===== src/rtl/fp_add_issue_queue.sv =====
// fp_add_issue_queue: credit-based valid/ready wrapper around a fixed-latency,
// non-stallable FP adder. Requests are issued to the adder only while a
// result slot is guaranteed. Results and tags are captured in an in-order
// show-ahead FIFO and handed to the consumer.
//
//   state    | meaning
//   ---------+---------------------------------------------------------------
//   ST_DRAIN | after reset: no issue, done tokens dropped, LATENCY cycles
//   ST_RUN   | normal issue/capture; left only through reset
module fp_add_issue_queue #(
  parameter int LATENCY = 14,
  parameter int DEPTH   = 16,
  parameter int TAG_W   = 7
) (
  input  logic             clock,
  input  logic             reset,
  input  logic             req_valid,
  output logic             req_ready,
  input  logic [31:0]      req_a,
  input  logic [31:0]      req_b,
  input  logic [TAG_W-1:0] req_tag,
  output logic [TAG_W:0]   fpu_go,
  output logic [31:0]      fpu_a,
  output logic [31:0]      fpu_b,
  input  logic [TAG_W:0]   fpu_done,
  input  logic [31:0]      fpu_result,
  output logic             resp_valid,
  input  logic             resp_ready,
  output logic [31:0]      resp_result,
  output logic [TAG_W-1:0] resp_tag,
  output logic             overflow
);

  localparam int AW  = $clog2(DEPTH);
  localparam int CW  = AW + 1;
  localparam int DCW = $clog2(LATENCY + 1);
  localparam int EW  = TAG_W + 32;

  typedef enum logic {ST_DRAIN, ST_RUN} state_t;

  state_t         state_q;
  logic [DCW-1:0] drain_cnt_q;
  logic [CW-1:0]  credits_q, credits_d;
  logic [CW-1:0]  count_q, count_d;
  logic [AW-1:0]  wr_ptr_q, rd_ptr_q;
  logic           overflow_q;
  logic [EW-1:0]  mem_q [DEPTH];

  logic run;
  logic accept;
  logic pop;
  logic push;
  logic full;
  logic write_en;

  // Issue side: accept only in RUN with a free credit; token goes out same cycle.
  always_comb begin
    run       = (state_q == ST_RUN) && !reset;
    req_ready = run && (credits_q != '0);
    accept    = req_valid && req_ready;
    fpu_go    = accept ? {req_tag, 1'b1} : '0;
    fpu_a     = req_a;
    fpu_b     = req_b;
  end

  // FIFO control: show-ahead head, push on done token, full-with-pop is legal.
  always_comb begin
    resp_valid  = (count_q != '0);
    resp_result = mem_q[rd_ptr_q][31:0];
    resp_tag    = mem_q[rd_ptr_q][EW-1:32];
    pop         = resp_valid && resp_ready;
    full        = (count_q == CW'(DEPTH));
    push        = run && fpu_done[0];
    write_en    = push && (!full || pop);
    count_d     = count_q;
    if (write_en && !pop) begin
      count_d = count_q + 1'b1;
    end else if (!write_en && pop) begin
      count_d = count_q - 1'b1;
    end
  end

  // Credit return happens on pop, not on capture, so an in-flight op always owns a slot.
  always_comb begin
    credits_d = credits_q;
    if (accept && !pop) begin
      credits_d = credits_q - 1'b1;
    end else if (pop && !accept) begin
      credits_d = credits_q + 1'b1;
    end
  end

  // Drain FSM: flushes tokens still inside the un-resettable adder.
  always_ff @(posedge clock) begin
    if (reset) begin
      state_q     <= ST_DRAIN;
      drain_cnt_q <= '0;
    end else begin
      case (state_q)
        ST_DRAIN: begin
          if (drain_cnt_q == DCW'(LATENCY - 1)) begin
            state_q <= ST_RUN;
          end else begin
            drain_cnt_q <= drain_cnt_q + 1'b1;
          end
        end
        default: state_q <= ST_RUN;
      endcase
    end
  end

  // Credits, pointers, occupancy and the sticky overflow flag.
  always_ff @(posedge clock) begin
    if (reset) begin
      credits_q  <= CW'(DEPTH);
      count_q    <= '0;
      wr_ptr_q   <= '0;
      rd_ptr_q   <= '0;
      overflow_q <= 1'b0;
    end else begin
      credits_q <= credits_d;
      count_q   <= count_d;
      if (write_en) begin
        wr_ptr_q <= wr_ptr_q + 1'b1;
      end
      if (pop) begin
        rd_ptr_q <= rd_ptr_q + 1'b1;
      end
      if (push && full && !pop) begin
        overflow_q <= 1'b1;
      end
    end
  end

  // Result storage; with full+pop the write lands in the slot being vacated.
  always_ff @(posedge clock) begin
    if (write_en) begin
      mem_q[wr_ptr_q] <= {fpu_done[TAG_W:1], fpu_result};
    end
  end

  assign overflow = overflow_q;

endmodule


===== config.mk =====
export PLATFORM = sky130hd
export DESIGN_NAME = fp_add_issue_queue
export DESIGN_NICKNAME = d
export VERILOG_FILES = /design/src/rtl/fp_add_issue_queue.sv
export SDC_FILE = /design/constraint.sdc
export NUM_CORES = 1
export LEC_CHECK = 0
export BUFFER_PORTS_ARGS = -buffer_cell sky130_fd_sc_hd__buf_2
export CAP_MARGIN = 20
export CORE_ASPECT_RATIO = 1.1
export CORE_MARGIN = 1.5
export CORE_UTILIZATION = 59
export DETAILED_ROUTE_END_ITERATION = 10
export HOLD_SLACK_MARGIN = 0.05
export PLACE_DENSITY = 0.79
export SLEW_MARGIN = 20
export SYNTH_ARGS = -nofsm -noshare
export SYNTH_HDL_FRONTEND = slang
export SYNTH_SLANG_ARGS = --single-unit

===== constraint.sdc =====
create_clock -name clock -period 3.99 [get_ports clock]
set_clock_uncertainty 0.05 [all_clocks]
set_input_delay 0.798 -clock clock [delete_from_list [all_inputs] [get_ports clock]]
set_output_delay 0.798 -clock clock [all_outputs]
set_load 0.02 [all_outputs]

==> summary.md, run 1 <==
The total of cells resized after clock tree synthesis was 0. The floorplan row count is 79, and the die width is 201 microns. In this run the static leakage power is 9.07 nW.

Global routing consumed, over all layers together, 24.7% of the routing resources. The synthesized design contains 624 enable-type register cells. The setup check on the worst reg-to-reg path leaves a slack of 1.01 ns. The number of nets in the synthesized netlist was 1330; the instance count after placement with tap cells included was 1789.

The final layout contains 1414 nets. Global routing consumed, on the met3 layer, 4.36% of the routing resources. In this run the cell area measured after placement is 26400 sq um. Along the worst path, the maximum fanout reaches 49. After layout, the worst setup slack is 0.337 ns. For the number of antenna violations at the first check in global routing, the log shows 2.

TritonCTS built the clock tree. The logs give 47.4% for the worst relative slew slack and 51 for the largest net degree at the start of global routing. Pin placement for this block handled 229 I/O pins. Final max-slew violation count: 0. The tools report the data required time of the worst path as 3.14 ns. Buffers inserted during clock tree synthesis total 58. The tool flagged a number of max-cap violations equal to 0. Setup repair after global routing left no endpoint under its margin.

The type of destination of the critical path is an output pin. For this run, the number of standard cells in the final layout without fillers is 1894. Dividing total power by cell area gives a power density of 572 nW/um^2. The floorplan step set the die height to 221 microns. At the worst endpoint, the arrival time is 2.81 ns.

The global routing stage identified its most utilized layer as met2. In this run the cell area of the synthesized design comes to 25400 sq um. The total number of yosys warnings is 0, and the synthesis-stage register bit count is 652.

Sequential cells were found to cover 76.1% of the synthesized design area. After routing the design area is 28200 sq um. The depth of the worst hold-timing path came out at 2.

Yosys attributes the largest share of cell area to edfxtp_1 (74%), mux4_2 (14%), a22oi_1 (2.3%). The CTS H-tree depth was 2; the full die area was 44300 sq um. During placement, the flow inserted port buffers numbering 100.

After layout, the worst path uses 91.6% of the clock period. The logs give 38 for the unique cell type count in the Yosys netlist and 6 for the number of optimization iterations in the first detailed-route pass. The worst setup path is of the reg2out kind. 0 antenna diodes ended up in the layout. Buffer count from post-CTS setup fixing: 0. Setup violations remaining at the end of the flow were counted as 0. Counting flops with an async set or reset pin after synthesis yields a share of 0%.

For this run, global-route usage on met1 was measured as 33.6%. The path depth of the worst reg2reg path came out at 9. The logs give 12700 for the number of global-route vias before repair and 59.8% for the starting density of the core. The initial detailed-routing violation count was 1311; the worst supply voltage drop on vdd was 0.394 mV. Dividing the synthesized area by the synthesized cell count gives 21.2 sq um. From synthesis to final layout, the design area changed by 11.1%.

The worst hold path belongs to the class reg2reg. After layout, the design draws a total of 16.1 mW. The number of nets with antenna violations after routing was 0. In this run the most critical hold path is launched from overflow.

The flow ran to the end, and the final reports show no timing, DRC or antenna violations. In the global route stage, met2 resource usage came out at 41.3%. The minimum clock period is 3.65 ns, and the wire length per cell after detailed routing is 28.3 microns.

The share of final-layout standard cells stronger than drive strength 1 is 30.6%. In the synthesized netlist, the cells that appear most often are edfxtp_1 (624), mux4_2 (156), a22oi_1 (78). The tools report the maximum clock insertion buffer count as 3.

The placement-stage worst setup slack came out at 0.606 ns. The startpoint identified for the worst register-to-register timing path is count_q[0]. At the pin with the least slew margin, the transition time is 0.787 ns. By instance count, the leading cell after synthesis is edfxtp_1. The first global-routing pass estimated 80000 microns of wire. The detailed router placed 12200 vias in this run. The sum of negative setup slack is 0 ns. Cell accounting for the most synthesized area: edfxtp_1. For the instance count of the mapped netlist, the log shows 1198.

After clock tree synthesis, the flow added hold-fix buffers numbering 0. The total count of hold-check failures in the final report was 0; the via density per instance was 6.43. The buffer cell driving the clock tree root is clkbuf_16. The top cell type's share of synthesized area came out at 73.8%. For the weighted congestion reported at the end of routability-driven placement, the log shows 0.772. In the synthesized netlist the dominant register cell turns out to be edfxtp_1. The clock reaches the later pin of the worst-skew pair after 0.60 ns. CTS saw 652 sinks. In the routed design, unresolved DRC markers number 0. The end of the worst register-to-register path is count_q[4].

STA classifies the critical path startpoint as a flip-flop. Based on the critical path, the design can be clocked at up to 274 MHz. After clock tree synthesis, the clock-pin slew on the worst setup and hold paths is 0.06 ns. The tools report the wire length after detailed routing as 53700 microns. In this run the standard cell core region covers 42400 sq um. Global-route congestion overflow total: 0. The worst hold path terminates at overflow.

The HPWL after detailed placement is 30100 microns.
-- per-stage QoR --
| stage | util (%) | hold slack (ns) |
|---|---|---|
| 2_1_floorplan | - | 0.428 |
| 3_3_place_gp | 62.2 | 0.419 |
| 3_5_place_dp | 62.2 | 0.443 |
| 4_1_cts | 66.5 | 0.462 |
| 5_1_grt | 66.5 | 0.486 |
| 6_report | 66.5 | 0.455 |
-- cell usage in the layout (no fill, tap or decap), types with 13 or more instances in the layout --
cell	instances
clkbuf_1	15
nand2_1	43
a22oi_1	78
dfxtp_1	26
nor2_1	31
buf_4	30
buf_12	15
edfxtp_1	624
buf_2	100
clkbuf_16	59
ha_1	15
and2_2	13
mux4_2	156
-- registers in the layout (all words and copies together) (netlist names), named ones only --
signal and cells:
credits_q 5, count_q 5, state_q 1, overflow 1, mem_q 624, wr_ptr_q 4, rd_ptr_q 4, drain_cnt_q 4
-- worst max-delay path, cell delays in order (launching register included) --
cell	delay, ns
dfxtp_4	0.58
buf_12	0.38
mux4_2	0.61
a22oi_1	0.33
nand2_1	0.08
buf_2	0.17
-- routing by layer --
metal,vias to the layer above,wire (microns)
li1,5044,-
met1,6290,20100
met2,712,27200
met3,126,4840
met4,4,1460
met5,-,27
-- power by group --
group / total, mW / internal, mW / leakage [nW] / switching [mW]
registers: 7.68 / 7.54 / 5.83 / 0.141
logic: 3.09 / 1.53 / 2.36 / 1.56
clock network: 5.35 / 2.97 / 0.876 / 2.38
-- worst max-delay path by stage --
stage	startpoint	end	slack [ns]	depth (start not counted)
finish	flip-flop	resp_result[2]	0.34	5
global route	flip-flop	resp_result[2]	0.22	5
CTS	flip-flop	resp_result[2]	0.30	5
detailed placement	reset	credits_q[4]	0.61	10
global placement	reset	credits_q[4]	0.75	10
floorplan	reset	mem_q[12][0]	0.41	4
-- kinds of logic after synthesis --
group / count (synthesis) / share of synthesized area [%]
flip-flops: 652 / 76.1
adder cells (fa/ha/maj): 17 / 0.897
multiplexers: 162 / 14.1
AND/OR/NAND/NOR: 126 / 2.40
XOR/XNOR: 13 / 0.449
buffers and inverters: 129 / 3.25
AO/OA/AOI/OAI: 99 / 2.86
-- cell type report --
cell class | instances | area, sq um
well taps | 567 | 709
inverters | 8 | 30.0
clock inverters | 31 | 272
clock buffers | 74 | 1530
fillers | 2553 | 14200
repair buffers | 145 | 1030
multi-input cells | 417 | 5320
flip-flops and latches | 652 | 19300
Note: power is estimated with default switching activity, not from simulation.
==> run 2: changes to the inputs <==
==> constraint.sdc (replaced) <==
create_clock -name clock -period 3.99 [get_ports clock]
set_clock_uncertainty 0.05 [all_clocks]
set_input_delay 1.197 -clock clock [delete_from_list [all_inputs] [get_ports clock]]
set_output_delay 1.197 -clock clock [all_outputs]
set_load 0.02 [all_outputs]
==> summary.md, run 2 (synthesis results as in run 1) <==
The logs give 27300 microns (-9.3%) for the detailed placer's ending HPWL and 2562 (+0.35%) for the number of fill cells. The largest net degree at the start of global routing was 45 (-12%). The final design instance area without fill is 28300 sq um (+0.35%). For the CTS H-tree depth, the log shows 2 (unchanged). For the wire length after detailed routing, the log shows 53000 microns (-1.3%). The starting density of the core is 59.8% (unchanged), and the total power consumption of the routed design is 16.1 mW (about the same). The global-route congestion overflow total is 0 (unchanged).

The count of nets after finishing is 1418 (+0.28%), and the area of placed instances is 26500 sq um (+0.32%). For the via count, the log shows 12000 (-1.2%). For the global-route track usage on met2, the log shows 41.1% (-0.13 points).

The share of final-layout standard cells stronger than drive strength 1 was 30.7% (+0.14 points). Leakage power summed over all cells: 9.12 nW (+0.48%). The run finished with clean final reports. The worst relative slew slack is 53.3% (+5.9 points), and the initial detailed-routing violation count is 1378 (+5.1%). The combined buffer and inverter count along the critical path is 2 (unchanged). The library cell used most frequently in the layout, excluding fill and tap cells, is edfxtp_1.

The instance count after placement with tap cells included is 1792 (+0.17%). The logs give 4.01 mW (-1.6%) for the net switching power of the design and 0.59 ns (about the same) for the clock latency of the later-clocked register in the worst-skew pair. The achievable frequency is 258 MHz (-5.7%).

Cell at the slowest stage of the critical path: and2_2. For the weighted congestion reported at the end of routability-driven placement, the log shows 0.777 (+0.58%). Die width: 201 microns (unchanged).

The wire length per cell after detailed routing is 27.9 microns (-1.7%). The power density of the placed cells was 569 nW/um^2 (-0.44%). The tools report the fraction of power consumed by sequential logic as 47.6% (about the same).

The run gives 32.6% (-1.1 points) as the met1 track demand over resource in global routing. The portion of total power attributed to combinational logic came out at 19.3% (about the same). The tools report the type of destination of the critical path as an output pin. Clock transition at the register clock pins on the worst setup and hold paths after CTS: 0.06 ns (about the same).

The number of max-cap violations is 0 (unchanged), and the number of antenna violations at the first check in global routing is 3 (+1). Grouping stages by cell kind, the critical path spends the most delay in simple AND/OR/NAND/NOR gates. The run gives 4.34% (-0.015 points) as the met3 track demand over resource in global routing. The run gives 229 (unchanged) as the top-level I/O count. The proportion of total power due to net switching is 24.9% (-0.39 points), and the peak fanout along the critical path is 19 (-61%). Wire length of the first global-routing pass: 78700 microns (-1.6%).

The remaining design rule violation count was 0 (unchanged); the final cell count without fillers was 1901 (+0.37%). The final max-slew violation count was 0 (unchanged). The total count of hold-check failures in the final report is 0 (unchanged), and the worst-margin pin slew is 0.700 ns (-0.0874 ns). The chip height is 221 microns (unchanged), and the TritonCTS buffer count is 59 (+1.7%). The register ranked first by flip-flop count was mem_q. The tools report the data required time of the worst path as 2.74 ns (-0.40 ns). Setup repair after global routing left no endpoint under its margin.

The run gives 79 (unchanged) as the floorplan row count. The core outline area came out at 42400 sq um (unchanged). The worst setup path is launched from a flip-flop. The number of optimization iterations in the first detailed-route pass is 6 (unchanged).

The run gives 3 (unchanged) as the maximum clock insertion buffer count. The critical path goes through and2_2 > buf_4 > a22oi_1 > nand2_1 > buf_2. Leaving out fill and tap cells, the most frequent cells in the layout are edfxtp_1 (624), mux4_2 (156), buf_2 (100). The tools report the number of global-route vias before repair as 12800 (+1.2%).

The port buffer count was 100 (unchanged). The largest registers in the layout are mem_q (624), count_q (5), credits_q (5). The minimum clock period is 3.87 ns (+0.221 ns). Arrival time at the worst endpoint: 2.63 ns (-0.18 ns). The share of the clock period used by the worst path works out to 97.1% (+5.5 points). Overall routing resource usage: 24.3% (-0.37 points). In this run the most used layer during global routing was met2. The setup path with the least slack is of type reg2out. The full die area is 44300 sq um (unchanged). The sink count of the clock tree is 652 (unchanged), and the worst hold slack is 0.438 ns (-0.0173 ns).

The antenna cell count came out at 0 (unchanged). Via density per instance: 6.33 (-1.6%). The relative area change from synthesis to final layout is 11.5%. The class of the most critical hold timing path is reg2reg. The sum of negative setup slack was 0 ns (unchanged); the number of setup violations in the final report was 0 (unchanged).

The tools report the buffer cell driving the clock tree root as clkbuf_16. The number of nets with antenna violations after routing was 0 (unchanged); the worst supply voltage drop on vdd was 0.417 mV (+5.8%). The flip-flop count of the largest register, all copies and words added was 624 (unchanged). TritonCTS built the clock tree.

The logs give 33.1% (about the same) for the proportion of power drawn by the clock network and 12.1 mW (+0.43%) for the cell-internal power. The delay of the slowest cell on the worst path was 0.68 ns (+0.07 ns).
==> run 2: per-layer routing <==
layer	up-vias	wire [microns]
li1	5061	-
met1	6247	20300
met2	599	26800
met3	117	4460
met4	6	1410
met5	-	37
==> run 2: power by group through the flow <==
stage / sequential [mW] / combinational, mW / clock, mW
floorplan: 7.74 / 2.54 / 0
global placement: 7.80 / 3.05 / 0
detailed placement: 7.81 / 3.10 / 0
CTS: 7.66 / 3.16 / 5.39
global route: 7.67 / 3.35 / 5.63
finish: 7.66 / 3.11 / 5.33
==> run 2: timing repair <==
item / in CTS / in global routing
endpoints found under the setup margin: 0 / 3
buffers inserted: 0 / 0
gates resized for setup: 0 / 2
hold buffers: 0 / 0
==> run 2: area by class of cell <==
cell class                      instances  area, sq um  share of cell area (%)
Sequential cell                       652        19300                    68.2
Multi-Input combinational cell        417         5330                    18.8
Clock buffer                           74         1530                    5.42
Timing Repair Buffer                  148         1120                    3.95
Tap cell                              567          709                    2.51
Clock inverter                         35          273                   0.964
Inverter                                8         30.0                   0.106
==> run 2: tightest hold or removal path, cell delays in order (launching register included) <==
cell and delay, ns:
dfxtp_1 0.33, nor2_1 0.05, nor2_1 0.08
==> run 2: path summary, 6_finish.rpt <==
| check | depth (start not counted) | startpoint | to | slack, ns |
|---|---|---|---|---|
| hold / removal | 2 | overflow | overflow | 0.44 |
| hold reg to reg | 2 | overflow | overflow | 0.44 |
| setup / recovery | 5 | flip-flop | resp_result[5] | 0.12 |
| setup reg to reg | 9 | count_q[0] | count_q[4] | 0.95 |
==> run 2: stage by stage <==
| step | setup slack [ns] | util (%) |
|---|---|---|
| final | 0.116 | 66.7 |
| after global routing | 0.00230 | 66.7 |
| after global placement | 0.635 | 62.4 |
| after floorplan | 0.00913 | - |
| after CTS | 0.0559 | 66.7 |
| after detailed placement | 0.573 | 62.4 |
==> run 3: changes to the inputs <==
--- a/config.mk
+++ b/config.mk
@@ -9,10 +9,11 @@
 export CAP_MARGIN = 20
 export CORE_ASPECT_RATIO = 1.1
 export CORE_MARGIN = 1.5
-export CORE_UTILIZATION = 59
+export CORE_UTILIZATION = 62
 export DETAILED_ROUTE_END_ITERATION = 10
 export HOLD_SLACK_MARGIN = 0.05
-export PLACE_DENSITY = 0.79
+export PLACE_DENSITY = 0.83
+export SETUP_SLACK_MARGIN = 0.05
 export SLEW_MARGIN = 20
 export SYNTH_ARGS = -nofsm -noshare
 export SYNTH_HDL_FRONTEND = slang
==> constraint.sdc (replaced) <==
create_clock -name clock -period 4.63 [get_ports clock]
set_clock_uncertainty 0.05 [all_clocks]
set_input_delay 1.389 -clock clock [delete_from_list [all_inputs] [get_ports clock]]
set_output_delay 1.389 -clock clock [all_outputs]
set_load 0.01 [all_outputs]
==> summary.md, run 3 (synthesis results as in run 1) <==
The run finished with clean final reports. The overall routing resource usage was 27.9% (+3.6 points); the relative area change from synthesis to final layout was 11.1%. The count of nets after finishing was 1414 (-0.28%); the maximum clock insertion buffer count was 3 (unchanged). The chip height is 215 microns (-2.4%).

The flip-flop count of the largest register, all copies and words added was 624 (unchanged); the starting density of the core was 63.0% (+3.2 points). The tools report the data required time of the worst path as 3.19 ns (+0.45 ns). The buffer count from post-CTS setup fixing was 0 (unchanged); the sum of negative setup slack was 0 ns (unchanged). The port buffer count came out at 100 (unchanged).

For the TritonCTS buffer count, the log shows 60 (+1.7%). For the wire length after detailed routing, the log shows 57000 microns (+7.5%). Derived from the worst setup path, the maximum achievable clock frequency is 240 MHz. The share of the clock period used by the worst path is 90.0%.

The number of optimization iterations in the first detailed-route pass was 6 (unchanged); the number of antenna violations at the first check in global routing was 2 (-1). TritonCTS built the clock tree. The run gives 47.4% (-0.2 points) as the fraction of power consumed by sequential logic. For the number of setup violations in the final report, the log shows 0 (unchanged). The root buffer cell chosen for the clock tree is clkbuf_16. The sink count of the clock tree came out at 652 (unchanged). Total power consumption of the routed design: 13.9 mW (-14%). The total of cells resized after clock tree synthesis is 0 (unchanged). The top-level I/O count was 229 (unchanged); the clock latency of the later-clocked register in the worst-skew pair was 0.63 ns (+0.04 ns). The total count of hold-check failures in the final report was 0 (unchanged).

For the portion of total power attributed to combinational logic, the log shows 18.1% (-1.2 points). Power density of the placed cells: 493 nW/um^2 (-13%). The clock period could shrink to 4.17 ns. The run gives 0.340 mV (-18%) as the worst supply voltage drop on vdd.

The cell-internal power came out at 10.4 mW (-14%). The number of max-cap violations is 0 (unchanged), and the floorplan row count is 77 (-2.5%). Leakage power summed over all cells: 9.09 nW (-0.23%).

The clock transition at the register clock pins on the worst setup and hold paths after CTS is 0.06 ns (about the same). The number of hold buffers added after CTS was 0 (unchanged); the via density per instance was 6.75 (+6.7%). The tools report the number of nets with antenna violations after routing as 0 (unchanged). The run gives 1419 (+3.0%) as the initial detailed-routing violation count. The via count is 12500 (+3.5%). Register ranked first by flip-flop count: mem_q.

The run gives 54.9% (+1.6 points) as the worst relative slew slack. The largest registers in the layout are mem_q (624), count_q (5), credits_q (5). For the final max-slew violation count, the log shows 0 (unchanged).

STA classifies the critical path startpoint as a flip-flop. Type of destination of the critical path: an output pin. The wire length per cell after detailed routing works out to 30.9 microns (+11%).

The global-route congestion overflow total is 0 (unchanged), and the arrival time at the worst endpoint is 2.73 ns (+0.10 ns). Proportion of total power due to net switching: 25.0% (+0.069 points). The library cell used most frequently in the layout, excluding fill and tap cells, is edfxtp_1. The largest net degree at the start of global routing was 53 (+18%); the share of final-layout standard cells stronger than drive strength 1 was 30.5% (-0.28 points). Setup repair after global routing left no endpoint under its margin.

The final design utilization is 70.0% (+3.3 points), and the core outline area is 40300 sq um (-5.0%). For the net switching power of the design, the log shows 3.47 mW (-13%). The worst-margin pin slew was 0.675 ns (-0.0251 ns). The run gives 0 (unchanged) as the remaining design rule violation count.

The tools report the number of global-route vias before repair as 13200 (+3.0%). The full die area is 42200 sq um (-4.8%). The run gives 0.741 (-4.6%) as the weighted congestion reported at the end of routability-driven placement. The proportion of power drawn by the clock network was 34.4% (+1.3 points); the detailed placer's ending HPWL was 30200 microns (+10%). The tools report the CTS H-tree depth as 2 (unchanged). In the layout the commonest cells are edfxtp_1 (624), mux4_2 (156), buf_2 (100).

The run gives 84800 microns (+7.7%) as the wire length of the first global-routing pass. The class of the most critical hold timing path is reg2reg. The peak fanout along the critical path works out to 52 (+33). The critical path in this run is classified as reg2out. The die width was 196 microns (-2.4%).
-- run 3: changes by cell type in the layout (fill, tap and decap cells not counted), sizes merged --
cell | before | now
clkinv | 27 | 25
diode | 0 | 1
bufinv | 4 | 5
buf | 148 | 143
clkbuf | 74 | 75
clkinvlp | 2 | 3
-- run 3: layer usage --
layer / global-route usage [%] / vias to the layer above / part of all wire (%)
met5: 0 / - / 0.021
met4: 11.3 / 2 / 3.7
met1: 36.8 / 6402 / 35
met2: 45.9 / 845 / 51
li1: - / 5047 / -
met3: 6.04 / 160 / 10
-- run 3: area by class of cell --
cell class | instances | area (sq um)
repair buffers | 143 | 1020
multi-input cells | 417 | 5320
inverters | 8 | 30.0
flip-flops and latches | 652 | 19300
fillers | 2311 | 12100
diodes | 1 | 2.50
clock buffers | 75 | 1560
clock inverters | 35 | 319
well taps | 513 | 642
-- run 3: stage by stage --
stage,std cells,cell area (sq um),setup WS (ns),hold slack [ns]
after CTS,1843,28200,0.390,0.463
after floorplan,1198,25400,0.457,0.428
after global routing,1844,28200,0.291,0.498
final,1844,28200,0.462,0.460
after detailed placement,1733,26300,0.651,0.447
after global placement,1733,26300,0.716,0.420
-- run 3: power groups by stage --
stage	logic, mW	registers (mW)	clock network [mW]
after floorplan	2.05	6.67	0
after global placement	2.46	6.72	0
after detailed placement	2.50	6.73	0
after CTS	2.55	6.60	4.82
after global routing	2.71	6.61	5.04
final	2.52	6.60	4.79
-- run 3: final timing paths --
kind,start,end,slack (ns),cells after the start
hold / removal,overflow,overflow,0.46,2
setup reg to reg,count_q[0],count_q[4],1.73,9
hold reg to reg,overflow,overflow,0.46,2
setup / recovery,flip-flop,resp_result[10],0.46,5
-- run 3: worst max-delay path: stages (launching register included) --
cell     delay, ns
dfxtp_4       0.47
buf_12        0.40
mux4_2        0.57
a22oi_1       0.33
nand2_1       0.15
buf_2         0.17
